<file path="config.mk">
export PLATFORM = sky130hd
export DESIGN_NAME = fp_mul_seq_flat
export DESIGN_NICKNAME = d
export VERILOG_FILES = /design/src/rtl/fp_mul_seq_if.sv /design/src/rtl/fp_mul_seq.sv /design/src/flat_wrapper.sv
export SDC_FILE = /design/constraint.sdc
export NUM_CORES = 1
export LEC_CHECK = 0
export ABC_AREA = 1
export ABC_CLOCK_PERIOD_IN_PS = 3600
export CORE_ASPECT_RATIO = 1.5
export CORE_MARGIN = 2
export CORE_UTILIZATION = 44
export CTS_CLUSTER_SIZE = 30
export DETAILED_ROUTE_END_ITERATION = 8
export GPL_TIMING_DRIVEN = 0
export PLACE_DENSITY = 0.73
export SLEW_MARGIN = 10
export SYNTH_ARGS = -nofsm -noshare
export SYNTH_HDL_FRONTEND = slang
export SYNTH_SLANG_ARGS = --single-unit
</file>
<file path="constraint.sdc">
create_clock -name clk -period 3.6 [get_ports clk]
set_clock_uncertainty 0.1 [all_clocks]
set_input_delay 0.9 -clock clk [delete_from_list [all_inputs] [get_ports clk]]
set_output_delay 0.9 -clock clk [all_outputs]
set_load 0.01 [all_outputs]
</file>
<file path="src/rtl/fp_mul_seq_if.sv">
// Operand/result bundle between an fp_mul_seq and the block that feeds it.
//
// Handshake: the master raises start for at least one cycle with A_FP/B_FP
// valid; the multiplier takes the request on the first rising edge where it
// is idle (busy=0) and ignores start at any other time. A request is never
// queued. busy stays high from the accepting edge until the result edge.
// done is a one-cycle pulse, and sign/exponent/mantissa are valid from that
// cycle. They hold until the next result or until reset.
//
// Signals:
//   start     master->slave  request
//   A_FP      master->slave  operand A, IEEE-754 single
//   B_FP      master->slave  operand B, IEEE-754 single
//   busy      slave->master  operation in flight
//   done      slave->master  result strobe (one cycle)
//   sign      slave->master  result sign
//   exponent  slave->master  result biased exponent
//   mantissa  slave->master  result fraction, hidden bit dropped
interface fp_mul_seq_if;
  logic        start;
  logic [31:0] A_FP;
  logic [31:0] B_FP;
  logic        busy;
  logic        done;
  logic        sign;
  logic [7:0]  exponent;
  logic [22:0] mantissa;

  modport master (
    output start, A_FP, B_FP,
    input  busy, done, sign, exponent, mantissa
  );

  modport slave (
    input  start, A_FP, B_FP,
    output busy, done, sign, exponent, mantissa
  );
endinterface

</file>
<file path="src/rtl/fp_mul_seq.sv">
// Iterative IEEE-754 single-precision multiplier feeding the fp_add
// accumulate stage. The 24x24 mantissa product is built by a shift-add loop
// that retires BITS_PER_CYCLE multiplier bits per edge. The result is
// truncated, not rounded, and is returned as separate sign/exponent/mantissa
// fields. Denormal inputs flush to zero, and NaN/Inf inputs give an infinity
// pattern.
//
// Ports:
//   clk        rising-edge clock
//   rst_n      asynchronous active-low reset
//   bus        fp_mul_seq_if.slave: start/A_FP/B_FP in, busy/done/result out
//   dbg_state  current FSM state (0=IDLE, 1=MUL, 2=NORM)
//
// Timing: start is accepted at edge 0, and done is high after edge N+1,
// where N = 24/BITS_PER_CYCLE. This latency does not depend on the operands.
module fp_mul_seq #(
  parameter int BITS_PER_CYCLE = 1,
  parameter int BIAS           = 127
) (
  input  logic         clk,
  input  logic         rst_n,
  fp_mul_seq_if.slave  bus,
  output logic [1:0]   dbg_state
);

  localparam int K = BITS_PER_CYCLE;
  localparam int N = 24 / BITS_PER_CYCLE;

  // Only divisors of 24 give a whole number of iterations.
  generate
    if (K < 1 || K > 24 || (24 % K) != 0) begin : g_bad_bits_per_cycle
      $error("fp_mul_seq: BITS_PER_CYCLE must divide 24");
    end
  endgenerate

  typedef enum logic [1:0] {
    IDLE = 2'd0,
    MUL  = 2'd1,
    NORM = 2'd2
  } state_t;

  state_t       state, state_nxt;
  logic [4:0]   cnt;
  logic [47:0]  mcand;
  logic [23:0]  mplier;
  logic [47:0]  p;
  logic         s_a, s_b;
  logic [7:0]   e_a, e_b;

  logic [47:0]        partial;
  logic signed [9:0]  e_sum;
  logic [7:0]         res_exp;
  logic [22:0]        res_mant;
  logic               unused_p_low;

  assign dbg_state = state;

  // The truncated fraction never uses the low product bits.
  assign unused_p_low = ^p[22:0];

  // Sum of the multiplicand shifted by each set bit in the low K multiplier
  // bits. The multiplicand is already aligned to this iteration's weight.
  always_comb begin
    partial = '0;
    for (int i = 0; i < K; i++) begin
      if (mplier[i]) partial = partial + (mcand << i);
    end
  end

  // Result packing. A product in [2,4) has P[47] set and takes one extra
  // exponent step. The 10-bit signed sum cannot wrap, because the operand
  // exponents are at most 254 here.
  always_comb begin
    e_sum    = 10'({2'b00, e_a} + {2'b00, e_b} - 10'(BIAS) + {9'd0, p[47]});
    res_exp  = e_sum[7:0];
    res_mant = p[47] ? p[46:24] : p[45:23];
    if (e_a == 8'd0 || e_b == 8'd0) begin
      res_exp  = 8'd0;
      res_mant = '0;
    end else if (e_a == 8'hff || e_b == 8'hff) begin
      res_exp  = 8'hff;
      res_mant = '0;
    end else if (e_sum <= 10'sd0) begin
      res_exp  = 8'd0;
      res_mant = '0;
    end else if (e_sum >= 10'sd255) begin
      res_exp  = 8'hff;
      res_mant = '0;
    end
  end

  always_comb begin
    state_nxt = state;
    case (state)
      IDLE:    if (bus.start) state_nxt = MUL;
      MUL:     if (cnt == 5'(N - 1)) state_nxt = NORM;
      NORM:    state_nxt = IDLE;
      default: state_nxt = IDLE;
    endcase
  end

  always_ff @(posedge clk or negedge rst_n) begin
    if (!rst_n) state <= IDLE;
    else        state <= state_nxt;
  end

  always_ff @(posedge clk or negedge rst_n) begin
    if (!rst_n) begin
      cnt          <= '0;
      mcand        <= '0;
      mplier       <= '0;
      p            <= '0;
      s_a          <= 1'b0;
      s_b          <= 1'b0;
      e_a          <= '0;
      e_b          <= '0;
      bus.busy     <= 1'b0;
      bus.done     <= 1'b0;
      bus.sign     <= 1'b0;
      bus.exponent <= '0;
      bus.mantissa <= '0;
    end else begin
      bus.done <= 1'b0;
      case (state)
        IDLE: begin
          if (bus.start) begin
            s_a      <= bus.A_FP[31];
            s_b      <= bus.B_FP[31];
            e_a      <= bus.A_FP[30:23];
            e_b      <= bus.B_FP[30:23];
            mcand    <= {24'd0, 1'b1, bus.A_FP[22:0]};
            mplier   <= {1'b1, bus.B_FP[22:0]};
            p        <= '0;
            cnt      <= '0;
            bus.busy <= 1'b1;
          end
        end
        MUL: begin
          p      <= p + partial;
          mcand  <= mcand << K;
          mplier <= mplier >> K;
          cnt    <= cnt + 5'd1;
        end
        NORM: begin
          bus.sign     <= s_a ^ s_b;
          bus.exponent <= res_exp;
          bus.mantissa <= res_mant;
          bus.busy     <= 1'b0;
          bus.done     <= 1'b1;
        end
        default: ;
      endcase
    end
  end

endmodule

</file>
<file path="src/flat_wrapper.sv">
// flat-port wrapper written by rule: the top's interface ports become plain ports
module fp_mul_seq_flat 
#(
  parameter int BITS_PER_CYCLE = 1,
  parameter int BIAS           = 127
)
  (clk, rst_n, dbg_state, bus_start, bus_A_FP, bus_B_FP, bus_busy, bus_done, bus_sign, bus_exponent, bus_mantissa);
  fp_mul_seq_if bus_i ();
  input  logic clk;
  input  logic rst_n;
  output logic [1:0] dbg_state;
  input wire logic [$bits(bus_i.start)-1:0] bus_start;
  input wire logic [$bits(bus_i.A_FP)-1:0] bus_A_FP;
  input wire logic [$bits(bus_i.B_FP)-1:0] bus_B_FP;
  output wire logic [$bits(bus_i.busy)-1:0] bus_busy;
  output wire logic [$bits(bus_i.done)-1:0] bus_done;
  output wire logic [$bits(bus_i.sign)-1:0] bus_sign;
  output wire logic [$bits(bus_i.exponent)-1:0] bus_exponent;
  output wire logic [$bits(bus_i.mantissa)-1:0] bus_mantissa;
  assign bus_i.start = bus_start;
  assign bus_i.A_FP = bus_A_FP;
  assign bus_i.B_FP = bus_B_FP;
  assign bus_busy = bus_i.busy;
  assign bus_done = bus_i.done;
  assign bus_sign = bus_i.sign;
  assign bus_exponent = bus_i.exponent;
  assign bus_mantissa = bus_i.mantissa;
  fp_mul_seq #(.BITS_PER_CYCLE(BITS_PER_CYCLE), .BIAS(BIAS)) u_core (.clk(clk), .rst_n(rst_n), .bus(bus_i), .dbg_state(dbg_state));
endmodule
</file>
* Word level (Yosys, flattened, before mapping)
Index checks and enable logic that the tools add are counted.
** Word-level totals
- Flip-flop bits (word level) :: 179
- Latch bits :: 0
- RAM bits :: 0
- Bits in read-only memories :: 0
- Input bits :: 67
- Output and inout bits :: 36
- Logic and storage cells :: 64
- Memories kept :: 0
** Operators by class
- $add $sub $neg :: 5
- $mul :: 0
- Div/mod/pow operators :: 0
- Order comparisons :: 2
- Eq/ne operators :: 7
- Shifts and indexed selects :: 0
- Mux-type cells :: 24
- Bitwise logic cells :: 1
- Reductions and logical operators :: 11
** Operator list (count)
- $pmux 48 s2 :: 2
- $mux 48 :: 3
- $mux 23 :: 5
- $add 48x48->48 :: 1
- $pmux 24 s2 :: 1
- $mux 8 :: 4
- $mux 24 :: 1
- $eq 8x8->1 const B :: 2
- $logic_not 8->1 :: 2
- $add 10x1->10 :: 1
- $ge 10x9->1 const B :: 1
- $le 10x1->1 const B :: 1
- $pmux 5 s2 :: 1
- $sub 10x7->10 const B :: 1
- $add 8x8->9 :: 1
- $reduce_and 2->1 :: 4
- $add 5x1->5 const B :: 1
- $eq 5x5->1 const B :: 1
- $mux 5 :: 1
- $mux 2 :: 2
- $pmux 2 s2 :: 1
- $reduce_bool 2->1 :: 2
- $eq 2x1->1 const B :: 1
- $eq 2x2->1 const B :: 1
- other kinds (7) :: 9

* Longest topological paths before layout
Gate-level depths: netlist (run 1).
- Word-level depth :: 8
- Gate-level depth with buffers :: 21
- Mapped depth without buffers :: 21

* Least setup slack after synthesis (run 1)
Ideal clock, no wire load.
- Path type :: reg2reg
- From :: register u_core.mplier[0]
- To :: register u_core.p[46]
- Library setup time :: 0.126 ns
- Data arrival time :: 2.483 ns
- Required time :: 3.374 ns
- Slack :: 0.890 ns
- Cell stages (with the launch flop) :: 18
- Path buffers :: 1
- Clock period less this slack :: 2.710 ns
- Cell sequence :: dfrtp_1 -> clkbuf_1 -> nand2_1 -> inv_1 -> ha_1 -> fa_1 -> nand3_1 -> nand2_1 -> a21oi_1 -> inv_1 -> nand2_1 -> nand2_1 -> a21oi_1 -> o21ai_1 -> nand2_1 -> nand3_1 -> nand3_1 -> o21ai_0
** On the way
- Cells in the longest elaborated chain, start to end :: 3
** RTL lines
- from (decl) :: line fp_mul_seq.sv:45 : logic [23:0] mplier;
- from (signal assigned) :: line fp_mul_seq.sv:132 : mplier <= {1'b1, bus.B_FP[22:0]};
- from (signal assigned) :: line fp_mul_seq.sv:141 : mplier <= mplier >> K;
- $mux 48 :: line fp_mul_seq.sv:66 : if (mplier[i]) partial = partial + (mcand << i);
- $add 48x48->48 :: line fp_mul_seq.sv:139 : p <= p + partial;
- $pmux 48 s2 :: line fp_mul_seq.sv:124 : case (state)
- to (signal assigned) :: line fp_mul_seq.sv:139
- to (decl) :: line fp_mul_seq.sv:46 : logic [47:0] p;
No other way between the ends.
A chain may end at the register's enable or synchronous reset.

* Worst setup path after layout (run 1)
- From :: register u_core.mplier[0]
- To :: register u_core.p[32]
Same word-level chain as after synthesis.

==> results of run 1 <==
==> sequential cells by signal, indices dropped and copies added, names as in the netlist, 2 cells and up <==
name                 count
u_core.e_b               8
u_core.bus.exponent      8
u_core.p                48
u_core.e_a               8
u_core.bus.mantissa     23
u_core.cnt               5
u_core.mcand            48
u_core.mplier           24
u_core.dbg_state         2
==> cells in the final DEF (no fill, tap or decap), types with 4 or more instances in the layout <==
| master | n |
|---|---|
| nand2_1 | 398 |
| clkbuf_1 | 40 |
| inv_8 | 4 |
| xor2_1 | 9 |
| a31oi_1 | 15 |
| ha_1 | 58 |
| xnor2_1 | 8 |
| o21a_1 | 5 |
| clkbuf_16 | 17 |
| o21ai_1 | 6 |
| mux2i_1 | 16 |
| o21ai_0 | 89 |
| clkdlybuf4s50_1 | 101 |
| inv_1 | 238 |
| nand2_2 | 6 |
| nand3_2 | 5 |
| a21oi_1 | 121 |
| o21ai_2 | 21 |
| mux2_2 | 14 |
| nand4_1 | 11 |
| nor2_1 | 98 |
| o21bai_1 | 8 |
| dfrtp_1 | 179 |
| nor4_1 | 7 |
| nor3_1 | 10 |
| nand3_1 | 47 |
| a21o_1 | 7 |
| o22ai_1 | 71 |
==> cell type report <==
| type | instances | area, µm² |
|---|---|---|
| repair buffers | 103 | 1050 |
| inverters | 242 | 908 |
| clock buffers | 18 | 439 |
| clock inverters | 14 | 168 |
| well taps | 333 | 417 |
| fillers | 2563 | 12100 |
| plain buffers | 46 | 190 |
| flip-flops and latches | 179 | 4480 |
| multi-input cells | 1064 | 5840 |
==> worst min path at each step <==
stage                              to  slack, ns
6_report             u_core.mcand[36]       0.32
5_1_grt              u_core.mcand[36]       0.39
4_1_cts              u_core.mcand[36]       0.37
3_5_place_dp          u_core.bus.busy       0.36
3_3_place_gp   u_core.bus.exponent[3]       0.36
2_1_floorplan       u_core.mplier[23]       0.34
==> metal layers <==
metal / share of wire (%) / up-vias / GRT usage, %
met5: 0 / - / 0
met4: 4.3 / 0 / 11.1
met3: 3.1 / 75 / 3.13
met2: 52 / 232 / 42.8
met1: 41 / 4867 / 26.5
li1: - / 5283 / -
==> metrics by stage <==
stage	power, mW	utilization (%)	std cells	setup slack [ns]
2_1_floorplan	9.95	-	1531	0.890
3_3_place_gp	12.0	50.1	1966	-5.83
3_5_place_dp	12.2	50.3	1967	-0.425
4_1_cts	14.3	52.7	1999	0.00760
5_1_grt	15.7	52.8	1999	-0.0102
6_report	14.3	52.8	1999	0.117
==> worst reg2reg max path: stages, from the launching register on <==
cell and delay (ns):
dfrtp_1 0.48, buf_2 0.34, nand2_1 0.09, inv_1 0.07, ha_1 0.29, fa_1 0.33, nand3_1 0.10, nand2_1 0.13
a21oi_2 0.10, o21bai_2 0.27, a21oi_1 0.18, o21ai_1 0.33, nand3_1 0.25, nand2_1 0.11, nand2_1 0.05, nand3_1 0.08
nand2_1 0.06
==> kinds of logic (layout without fill, tap and decap cells) <==
group | after synthesis | after routing | share of synthesized area (%)
and+or+nand+nor | 597 | 597 | 21.9
AOI/OAI and AO/OA | 360 | 360 | 18.4
buffers and inverters | 288 | 423 | 9.63
DFF | 179 | 179 | 39.3
adders and majority gates | 60 | 60 | 6.72
muxes | 30 | 30 | 2.79
xor gates and xnor gates | 17 | 17 | 1.31
==> power by group <==
part | total (mW) | internal [mW] | switching, mW
Sequential | 3.48 | 2.86 | 0.612
Clock | 1.95 | 1.07 | 0.889
Combinational | 8.88 | 3.11 | 5.77
==> impl_metrics.yaml, run 1 <==
floorplanning:
  die_h_um: 201
  dieArea_mm2: 0.0272
  die_w_um: 135
  core_mm2: 0.0256
  start_util_pct: 44.5
  io_pins: 103
  num_rows: 72
finish:
  drive_above_1_share_pct: 6.24
  syn_to_final_growth_pct: 18.5
  final_cell_area_mm2: 0.0135
  antenna_cells: 0
  finalNetCount: 1780
timing:
  rsz0062_at_grt: "true"
  slew_violations: 0
  finalCritPeriodShare_pct: 96.7
  final.setup.tns_ns: 0
  setup_viol: 0
  finalHoldViolCount: 0
  tightest_slew_ns: 0.828
  whs_ns: 0.325
  fin_crit_ns: 3.48
  fmax_mhz: 287
  relSlewSlack_pct: 44.8
drt:
  num_vias: 10457
  antenna_left: 0
  wl_per_cell_um: 15.6
  drt_drc_violations_left: 0
  routed_wl_um: 31100
  viasPerCell: 5.23
  firstDrtPassIters: 6
  first_iter_violations: 622
yosys:
  ys.flop_type: "dfrtp_1"
  synth_cell_types: 48
  ys_seq_area_share_pct: 39.3
  synth_top_area_share_pct: 39.3
  synth_edf_count: 0
  syn_area_mm2: 0.0114
  synthMostInstantiatedCell: "nand2_1"
  synth_area_leaders: "dfrtp_1 39%, nand2_1 13%, inv_1 7.8%, ha_1 6.4%, a21oi_1 5.4%"
  syn_nets: 1658
  ys_ff_latch: 179
  syn-instance-count: 1531
  post-synth-top-area-cell: "dfrtp_1"
  ys_top_cells_by_count: "398 x nand2_1, 238 x inv_1, 179 x dfrtp_1, 124 x a21oi_1, 98 x nor2_1"
  synthArstFlopShare_pct: 100
  syn_area_per_cell_um2: 7.44
  ys_warn_count: 0
worst_setup_path:
  crit_chain: "buf_2, nand2_1, inv_1, ha_1, fa_1, nand3_1, nand2_1, a21oi_2, o21bai_2, a21oi_1, o21ai_1, nand3_1, nand2_1, nand2_1, nand3_1, nand2_1"
  crit_cells: 16
  critical_path.max_stage_delay_ns: 0.48
  endpoint: "u_core.p[32]"
  cpMaxStageDelayCell: "dfrtp_1"
  rrSetupSlack_ns: 0.12
  critical_path_arrival_ns: 3.72
  cp_common_cell: "nand2_1"
  crit_type: "flip-flop to flip-flop"
  crit_buf_inv: 2
  critPathTopFamily: "compound AO/OA/AOI/OAI gates"
  cp_data_required_time_ns: 3.84
  path_max_fanout: 10
  timing.rr.end: "u_core.p[32]"
  critPathLaunch: "u_core.mplier[0]"
  startpoint_type: "flip-flop"
  r2r_start: "u_core.mplier[0]"
  endpoint_kind: "flip-flop"
  reg2reg_depth: 16
grt:
  grt_max_degree: 98
  grt_first_pass_wirelength_um: 50000
  antenna_found_initial: 0
  grt_pass1_vias: 10176
  track_usage_pct: 23.4
  grt_overflow_total: 0
clocking:
  clock-sinks: 179
  clock_path_buffers: 2
  cts_root_buffer: "clkbuf_16"
  clk_pin_slew_ns: 0.07
  cts_hold_buf: 0
  numCtsBuffers: 17
  cts_setup_buffers: 0
  ctsResizeCount: 4
  h-tree-depth: 4
  cts_tree: "done"
  clkLatencyLatePin_ns: 0.45
placed_design:
  hpwl_um: 24600
  dpl_cell_area_mm2: 0.0129
  gp_congestion: 0.975
  port_buffers: 102
hold_path:
  holdCritPathClass: "input port to asynchronous set/reset pin"
status:
  status: "complete, no violations"
power_and_ir_drop:
  power_density_mw_per_mm2: 1060
  p_leak_nw: 6.69
  ir_worst_vdd_mv: 0.428
run:
  drv_cap: 0
No activity file was read; power rests on OpenSTA's default activity.
==> run 2: changes to the inputs <==
--- a/config.mk
+++ b/config.mk
@@ -8,7 +8,6 @@
 export ABC_AREA = 1
 export ABC_CLOCK_PERIOD_IN_PS = 3600
 export CORE_ASPECT_RATIO = 1.5
-export CORE_MARGIN = 2
 export CORE_UTILIZATION = 44
 export CTS_CLUSTER_SIZE = 30
 export DETAILED_ROUTE_END_ITERATION = 8
==> run 2 against run 1 <==
- sequential power hardly changed
- via count shrank 0.31%
- count of clock-buffer cells in the layout grew 4
- wire length fell by 0.43%
- cell count fell by 0.25%
- sequential share of layout area is 0.11 points higher
- global-route usage increased by 0.98 points
- critical path type unchanged
- critical endpoint unchanged
==> impl_metrics.yaml, run 2 (same netlist as run 1, synthesis figures left out) <==
timing:
  finalHoldViolCount: 0
  fmax_mhz: 290
  tightest_slew_ns: 0.787
  fin_crit_ns: 3.45
  relSlewSlack_pct: 47.6
  final.setup.tns_ns: 0
  rsz0062_at_grt: "false"
  setup_viol: 0
  finalCritPeriodShare_pct: 95.8
  slew_violations: 0
finish:
  final_common_cell: "nand2_1"
  syn_to_final_growth_pct: 18.1
  num-fill-cells: 2518
  reg_top3: "u_core.mcand x48, u_core.p x48, u_core.mplier x24"
  final_cell_area_mm2: 0.0135
  most-common-layout-cells: "398 x nand2_1, 238 x inv_1, 179 x dfrtp_1"
  drive_above_1_share_pct: 6.06
  finalNetCount: 1780
  antenna_cells: 0
worst_setup_path:
  critical_path_arrival_ns: 3.68
  critical_path.max_stage_delay_ns: 0.50
  crit_type: "flip-flop to flip-flop"
  crit_chain: "buf_2, nand2_1, inv_1, ha_1, fa_2, nand3_1, nand2_1, a21oi_2, o21bai_2, a21oi_2, o21ai_0, nand3_1, nand2_1, nand2_1, nand3_1, nand2_1"
  cpMaxStageDelayCell: "dfrtp_1"
  path_max_fanout: 10
  startpoint_type: "flip-flop"
  cp_common_cell: "nand2_1"
  cp_data_required_time_ns: 3.83
  endpoint_kind: "flip-flop"
placed_design:
  hpwl_um: 24400
  gp_congestion: 0.946
  port_buffers: 102
  dpl_cell_area_mm2: 0.0129
grt:
  grt_pass1_vias: 10345
  grt_first_pass_wirelength_um: 50400
  grt_overflow_total: 0
  grt_max_degree: 101
  track_usage_pct: 24.4
  antenna_found_initial: 0
clocking:
  h-tree-depth: 4
  clock-sinks: 179
  numCtsBuffers: 17
  clock_path_buffers: 2
  cts_tree: "done"
  clkLatencyLatePin_ns: 0.45
  cts_root_buffer: "clkbuf_16"
  cts_hold_buf: 0
  clk_pin_slew_ns: 0.07
drt:
  viasPerCell: 5.23
  firstDrtPassIters: 6
  antenna_left: 0
  routed_wl_um: 31000
  num_vias: 10425
  drt_drc_violations_left: 0
  first_iter_violations: 657
  wl_per_cell_um: 15.5
floorplanning:
  die_h_um: 199
  io_pins: 103
  num_rows: 71
  core_mm2: 0.0252
  die_w_um: 133
  start_util_pct: 45.1
  dieArea_mm2: 0.0265
status:
  status: "complete, no violations"
power_and_ir_drop:
  p_leak_nw: 6.66
  power_density_mw_per_mm2: 1060
  ir_worst_vdd_mv: 0.428
hold_path:
  holdCritPathClass: "input port to asynchronous set/reset pin"
run:
  drv_cap: 0
-- run 2: changes by cell type in the layout (fill, tap and decap cells not counted), sizes merged --
cell | before | now
clkbuf | 59 | 63
inv | 248 | 244
clkinv | 3 | 5
bufinv | 2 | 1
clkinvlp | 3 | 2
-- run 2: worst max-delay path, delay by kind of cell (launching register included) --
| kind | cells | cell delay, ns |
|---|---|---|
| AO/OA/AOI/OAI | 4 | 0.88 |
| adder cells (fa/ha/maj) | 2 | 0.59 |
| buffers and inverters | 2 | 0.41 |
| flip-flops | 1 | 0.50 |
| AND/OR/NAND/NOR | 8 | 0.86 |
-- run 2: power breakdown --
| group | switching, mW | internal, mW |
|---|---|---|
| Sequential | 0.621 | 2.87 |
| Clock | 0.826 | 1.01 |
| Combinational | 5.77 | 3.10 |
-- run 2: path summary, 6_finish.rpt --
kind,start,endpoint,slack (ns),cells past startpoint
min in group clk,u_core.bus.mantissa[18],u_core.bus.mantissa[18],0.38,2
worst min register to register,u_core.bus.mantissa[18],u_core.bus.mantissa[18],0.38,2
worst max-delay path,u_core.mplier[0],u_core.p[32],0.15,16
worst max register to register,u_core.mplier[0],u_core.p[32],0.15,16
max in group asynchronous,rst_n,u_core.bus.mantissa[4],2.18,2
worst min-delay path,rst_n,u_core.mcand[5],0.30,1
-- run 2: repair_timing --
item | in CTS | in global routing
gates resized for setup | 3 | 7
setup endpoints to repair | 13 | 14
setup buffers | 0 | 0
-- run 2: cell type report --
class	count	area [µm²]	share of cell area [%]
tap	328	410	3.05
clock inverter	10	98.8	0.735
timing repair buffer	103	1050	7.83
clock buffer	22	474	3.53
multi-input combinational	1064	5840	43.4
inverter	242	908	6.75
sequential	179	4480	33.3
buffer	46	190	1.41
-- run 2: routing by layer --
metal  global-route usage [%]  up-vias  part of all wire (%)
li1                         -     5281                     -
met1                     27.5     4851                    41
met2                     45.0      231                    52
met3                     2.80       62                   2.9
met4                     12.5        0                   4.3
met5                        0        -                     0
-- run 2: per-stage QoR --
stage	hold WS (ns)	utilization, %	setup slack (ns)	total power [mW]	std cells
2_1_floorplan	0.342	-	0.890	9.95	1531
3_3_place_gp	0.357	50.8	-5.80	12.0	1961
3_5_place_dp	0.367	50.9	-0.369	12.2	1962
4_1_cts	0.328	53.2	0.0155	14.1	1994
5_1_grt	0.353	53.3	0.0105	15.6	1994
6_report	0.304	53.3	0.151	14.2	1994
==> run 3: changes to the inputs <==
--- a/config.mk
+++ b/config.mk
@@ -9,7 +9,6 @@
 export ABC_CLOCK_PERIOD_IN_PS = 3600
 export CORE_ASPECT_RATIO = 1.5
 export CORE_UTILIZATION = 44
-export CTS_CLUSTER_SIZE = 30
 export DETAILED_ROUTE_END_ITERATION = 8
 export GPL_TIMING_DRIVEN = 0
 export PLACE_DENSITY = 0.73
==> results of run 3 <==
Same layout as run 2: the final DEF is identical, and so are final timing and power.
